[config.mk]
export PLATFORM = sky130hd
export DESIGN_NAME = cmp_run_ctrl
export DESIGN_NICKNAME = d
export VERILOG_FILES = /design/src/rtl/cmp_run_ctrl.sv
export SDC_FILE = /design/constraint.sdc
export NUM_CORES = 1
export LEC_CHECK = 0
export CORE_MARGIN = 8
export CORE_UTILIZATION = 39
export DETAILED_ROUTE_END_ITERATION = 16
export HOLD_SLACK_MARGIN = 0.05
export PLACE_DENSITY = 0.79
export SYNTH_ARGS = -nofsm -noshare
export SYNTH_HDL_FRONTEND = slang
export SYNTH_SLANG_ARGS = --single-unit
[constraint.sdc]
create_clock -name CLK -period 2.1 [get_ports CLK]
set_clock_uncertainty 0.15 [all_clocks]
set_input_delay 0.525 -clock CLK [delete_from_list [all_inputs] [get_ports CLK]]
set_output_delay 0.525 -clock CLK [all_outputs]
set_load 0.02 [all_outputs]
[src/rtl/cmp_run_ctrl.sv]
// cmp_run_ctrl: sequences a multi-core run: hold cores in reset, run until each core fetches HALT_WORD, flush, sweep memory.
// Optional run watchdog: define CMP_RUN_WATCHDOG_EN. All buses are big-endian (bit 0 is the MSB).
module cmp_run_ctrl #(
  parameter int              NCORES         = 4,
  parameter int              IW             = 32,
  parameter logic [0:IW-1]   HALT_WORD      = '0,
  parameter int              RST_CYCLES     = 5,
  parameter int              FLUSH_CYCLES   = 5,
  parameter int              DUMP_DEPTH     = 512,
  parameter int              CW             = 32,
  parameter int              TIMEOUT_CYCLES = 100000,
  localparam int             AW             = (DUMP_DEPTH > 1) ? $clog2(DUMP_DEPTH) : 1
) (
  input  logic                   CLK,
  input  logic                   RESET,
  input  logic [0:NCORES*IW-1]   inst,
  input  logic                   dump_ready,
  output logic                   core_rst,
  output logic [0:CW-1]          cycle_cnt,
  output logic [0:NCORES-1]      halted,
  output logic [0:NCORES*CW-1]   halt_cycle,
  output logic                   dump_valid,
  output logic [0:AW-1]          dump_addr,
  output logic                   done,
  output logic                   timeout
);

  // One down-counter-free phase counter is shared by HOLD and FLUSH; they never overlap.
  localparam int CNT_MAX = (RST_CYCLES > FLUSH_CYCLES) ? RST_CYCLES : FLUSH_CYCLES;
  localparam int CNTW    = $clog2(CNT_MAX + 1);
  localparam logic [CNTW-1:0] RST_LAST   = CNTW'(RST_CYCLES - 1);
  localparam logic [CNTW-1:0] FLUSH_LAST = CNTW'((FLUSH_CYCLES > 0) ? FLUSH_CYCLES - 1 : 0);
  localparam logic [0:AW-1]   ADDR_LAST  = AW'(DUMP_DEPTH - 1);

  typedef enum logic [2:0] {
    S_HOLD,
    S_RUN,
    S_FLUSH,
    S_DUMP,
    S_DONE
  } state_t;

  localparam state_t S_AFTER_RUN = (FLUSH_CYCLES == 0) ? S_DUMP : S_FLUSH;

  state_t                  state_q, state_d;
  logic [CNTW-1:0]         cnt_q, cnt_d;
  logic [0:CW-1]           cyc_q, cyc_d;
  logic [0:CW-1]           cyc_inc;
  logic [0:NCORES-1]       halted_q, halted_d;
  logic [0:NCORES*CW-1]    halt_cyc_q, halt_cyc_d;
  logic [0:AW-1]           addr_q, addr_d;
  logic                    wdog_fire;

  assign cyc_inc = (cyc_q == '1) ? cyc_q : cyc_q + CW'(1);

`ifdef CMP_RUN_WATCHDOG_EN
  localparam logic [0:CW-1] TMO_LAST = CW'(TIMEOUT_CYCLES - 1);
  logic timeout_q;

  assign wdog_fire = (state_q == S_RUN) && (cyc_q == TMO_LAST);

  always_ff @(posedge CLK) begin
    if (RESET) begin
      timeout_q <= 1'b0;
    end else if (wdog_fire) begin
      timeout_q <= 1'b1;
    end
  end

  assign timeout = timeout_q;
`else
  assign wdog_fire = 1'b0;
  assign timeout   = 1'b0;
`endif

  always_comb begin
    state_d    = state_q;
    cnt_d      = cnt_q;
    cyc_d      = cyc_q;
    halted_d   = halted_q;
    halt_cyc_d = halt_cyc_q;
    addr_d     = addr_q;

    unique case (state_q)
      S_HOLD: begin
        cyc_d = '0;
        if (cnt_q == RST_LAST) begin
          cnt_d   = '0;
          state_d = S_RUN;
        end else begin
          cnt_d = cnt_q + CNTW'(1);
        end
      end

      S_RUN: begin
        cyc_d = cyc_inc;
        for (int k = 0; k < NCORES; k++) begin
          if (!halted_q[k] && (inst[k*IW +: IW] == HALT_WORD)) begin
            halted_d[k]             = 1'b1;
            halt_cyc_d[k*CW +: CW]  = cyc_q;
          end
        end
        // Halts landing on this edge count toward the all-halted test.
        if ((&halted_d) || wdog_fire) begin
          state_d = S_AFTER_RUN;
        end
      end

      S_FLUSH: begin
        cyc_d = cyc_inc;
        if (cnt_q == FLUSH_LAST) begin
          cnt_d   = '0;
          state_d = S_DUMP;
        end else begin
          cnt_d = cnt_q + CNTW'(1);
        end
      end

      S_DUMP: begin
        if (dump_ready) begin
          if (addr_q == ADDR_LAST) begin
            state_d = S_DONE;
          end else begin
            addr_d = addr_q + AW'(1);
          end
        end
      end

      S_DONE: begin
      end

      default: begin
        state_d = S_HOLD;
      end
    endcase
  end

  always_ff @(posedge CLK) begin
    if (RESET) begin
      state_q    <= S_HOLD;
      cnt_q      <= '0;
      cyc_q      <= '0;
      halted_q   <= '0;
      halt_cyc_q <= '0;
      addr_q     <= '0;
    end else begin
      state_q    <= state_d;
      cnt_q      <= cnt_d;
      cyc_q      <= cyc_d;
      halted_q   <= halted_d;
      halt_cyc_q <= halt_cyc_d;
      addr_q     <= addr_d;
    end
  end

  assign core_rst   = (state_q == S_HOLD);
  assign dump_valid = (state_q == S_DUMP);
  assign done       = (state_q == S_DONE);
  assign cycle_cnt  = cyc_q;
  assign halted     = halted_q;
  assign halt_cycle = halt_cyc_q;
  assign dump_addr  = addr_q;

endmodule

==> flow_summary.toml <==
[run_status]
outcome = "finished with violations"
violations = "setup timing"

[critical_path]
critical_path.max_stage_delay_ns = 0.41
cp-end-kind = "register"
path_buf_inv = 2
cp_data_arrival_time_ns = 2.39
crit_top_cell = "buf_4"
critPathRequiredTime_ns = 2.31
cp_top_family = "simple AND/OR/NAND/NOR gates"
crit_path_cell_trace = "nand4_1, buf_4, nor4_2, buf_4, o2111ai_2, or3_1, a21oi_1"
startpoint_type = "register"
crit_fanout = 3
criticalPathCategory = "register to register"
slowest_stage = "nor4_2"

[sta]
whs_ns = 0.199
slew_headroom = 0.458
setup_viol = 6
worst_slack_ns = -0.0844
hold_viol_final = 0
worst_pin_slew_ns = 0.810
finalMaxSlewViolations = 0
max_freq_mhz = 458
fin_crit_ns = 2.18
post-route-period-util = 1.04
rsz0062_at_grt = "yes"

[clocking]
cts_tree = "built"
hold_buffers = 0
clock-sinks = 179
cts.reportedPaths.clkPinSlew_ns = 0.07
numCtsBuffers = 17
root_buffer = "clkbuf_16"
h-tree-depth = 4
clk_latency_ns = 0.43
clockBufferDepth = 2

[synthesis]
synth_area_leader_cell = "dfxtp_1"
syn_inst = 808
synth_edf_count = 0
async_reset_ff_frac = 0
synth-seq-cells = 179
synth_area_mm2 = 0.00757
ys_top_cells_by_area = "dfxtp_1, mux2i_1, nor2_1"
synth_ff_type = "dfxtp_1"
synth_top_area_frac = 0.473
synth_cell_type_count = 52
ys_seq_area_frac = 0.473
synth_fp_nets = 944
ys_warn_count = 0
avgSynthCellArea_um2 = 9.37

[floorplan]
fp.dieH_um = 155
coreArea_mm2 = 0.0193
start_util = 0.393
die-width_um = 155
boundaryPins = 308
row_count = 51
dieArea_mm2 = 0.0241

[power_and_ir_drop]
finalPower_w = 0.00704
p_leak_nw = 6.13
irDropWorstVdd_mv = 0.604
p_per_area_mw_per_mm2 = 545

[global_routing]
grt_pass1_wl_mm = 44.0
grtUsageTotal = 0.235
first_global_vias = 7438
overflow = 0
antenna_found_initial = 1
grt_max_degree = 49

[final_layout]
syn_to_final_growth_pct = 70.5
num-nets-final = 1334
drive_gt1_frac = 0.222

[placed_design]
io_buffers = 306
dp_hpwl_mm = 19.9
gp_congestion = 0.958

[drt]
first_pass_iters = 5
wl_mm = 30.7
ant_nets = 0
wl_per_cell_um = 20.8
dr_total_vias = 7723
drc_errors = 0
drtIter0Drc = 599
routed_via_density = 5.23

[flow_run]
drv_cap = 0

[worst_hold_path]
hold_path_class = "input port to register"
kinds of logic after synthesis:
logic type                 share of synthesized area
AOI/OAI and AO/OA                             0.0758
xor gates and xnor gates                     0.00925
adders and majority gates                    0.00826
buffers and inverters                         0.0444
DFF                                            0.473
muxes                                          0.180
other                                       0.000495
and+or+nand+nor                                0.209
stage by stage:
step | std cells | util | cell area (µm²) | setup TNS (ns) | worst slack [ns]
after detailed placement | 1405 | 0.597 | 11500 | -85.10 | -0.769
after global placement | 1405 | 0.597 | 11500 | -80.25 | -0.743
after floorplan | 808 | - | 7690 | -5.69 | -0.0636
final | 1476 | 0.670 | 12900 | -0.155 | -0.0844
after global routing | 1476 | 0.670 | 12900 | -1.36 | -0.193
after CTS | 1468 | 0.654 | 12600 | -0.122 | -0.0660
layout make-up:
cell class | count | area (µm²)
diodes | 1 | 2.50
clock buffers | 19 | 443
clock inverters | 12 | 134
fillers | 1546 | 6350
inverters | 7 | 28.8
multi-input cells | 558 | 4090
flip-flops and latches | 179 | 3610
well taps | 265 | 332
repair buffers | 435 | 4280
timing repair:
| action | CTS | global route |
|---|---|---|
| setup buffers | 22 | 12 |
| hold endpoints to repair | 0 | 0 |
| pin swaps | 51 | 46 |
| resized for setup | 238 | 178 |
| endpoints found under the setup margin | 195 | 192 |
| gates cloned | 13 | 4 |
power breakdown:
group          internal, W  switching, W  total, W
sequential         0.00340    0.00000921   0.00341
clock              0.00178       0.00138   0.00316
combinational     0.000229      0.000241  0.000470
path summary, 6_finish.rpt:
kind                       start  slack, ns              to  cells after the start
hold / removal             RESET       0.20  halt_cycle[70]                      2
setup reg to reg   cycle_cnt[19]      -0.08    cycle_cnt[1]                      7
setup / recovery   cycle_cnt[19]      -0.08    cycle_cnt[1]                      7
hold reg to reg   halt_cycle[93]       0.33  halt_cycle[93]                      2
placed cells by master (no fill, tap or decap), types with 3 or more instances in the layout:
| cell | instances |
|---|---|
| clkbuf_2 | 20 |
| clkdlybuf4s50_1 | 60 |
| buf_16 | 4 |
| nand2_1 | 39 |
| buf_2 | 4 |
| dlymetal6s2s_1 | 80 |
| mux2i_2 | 7 |
| clkinvlp_4 | 5 |
| or3_1 | 11 |
| clkdlybuf4s15_1 | 21 |
| nand3_1 | 13 |
| dlygate4sd2_1 | 118 |
| buf_12 | 9 |
| o31ai_1 | 7 |
| or4_1 | 7 |
| nand4_1 | 22 |
| nor4_1 | 6 |
| mux2i_1 | 128 |
| buf_4 | 100 |
| and3_1 | 5 |
| nor4_4 | 13 |
| a2111o_1 | 9 |
| xor2_1 | 6 |
| dfxtp_2 | 13 |
| a21oi_1 | 28 |
| o21bai_1 | 3 |
| buf_8 | 3 |
| nor4_2 | 21 |
| buf_6 | 11 |
| ha_1 | 3 |
| clkbuf_16 | 19 |
| o21ai_0 | 13 |
| and4_1 | 3 |
| nor2_1 | 160 |
| dfxtp_1 | 164 |
| o21ai_1 | 6 |
| nor3_1 | 5 |
| inv_1 | 5 |
synthesized netlist by cell type, types with 7 or more instances:
cell type / n
nand2_1: 41
clkbuf_1: 31
xor2_1: 7
nor4_1: 35
a21oi_1: 30
o31ai_1: 7
a2111o_1: 8
nand3_1: 13
dfxtp_1: 179
nor2_1: 160
nor3_1: 7
or3_1: 12
nand4_1: 22
buf_2: 25
or4_1: 7
o21ai_0: 13
mux2i_1: 135
state kept, by name, indices dropped and copies added, names as in the netlist:
| signal | flops |
|---|---|
| state_q | 3 |
| halted | 4 |
| halt_cycle | 128 |
| cycle_cnt | 32 |
| dump_addr | 9 |
| cnt_q | 3 |
metal layers:
layer | vias up | part of all wire | GRT usage
met3 | 39 | 0.061 | 0.0560
li1 | 3649 | - | -
met1 | 3735 | 0.43 | 0.295
met4 | 0 | 0.018 | 0.0615
met2 | 300 | 0.49 | 0.397
met5 | - | 0 | 0
(Power assumes the default switching activity.)
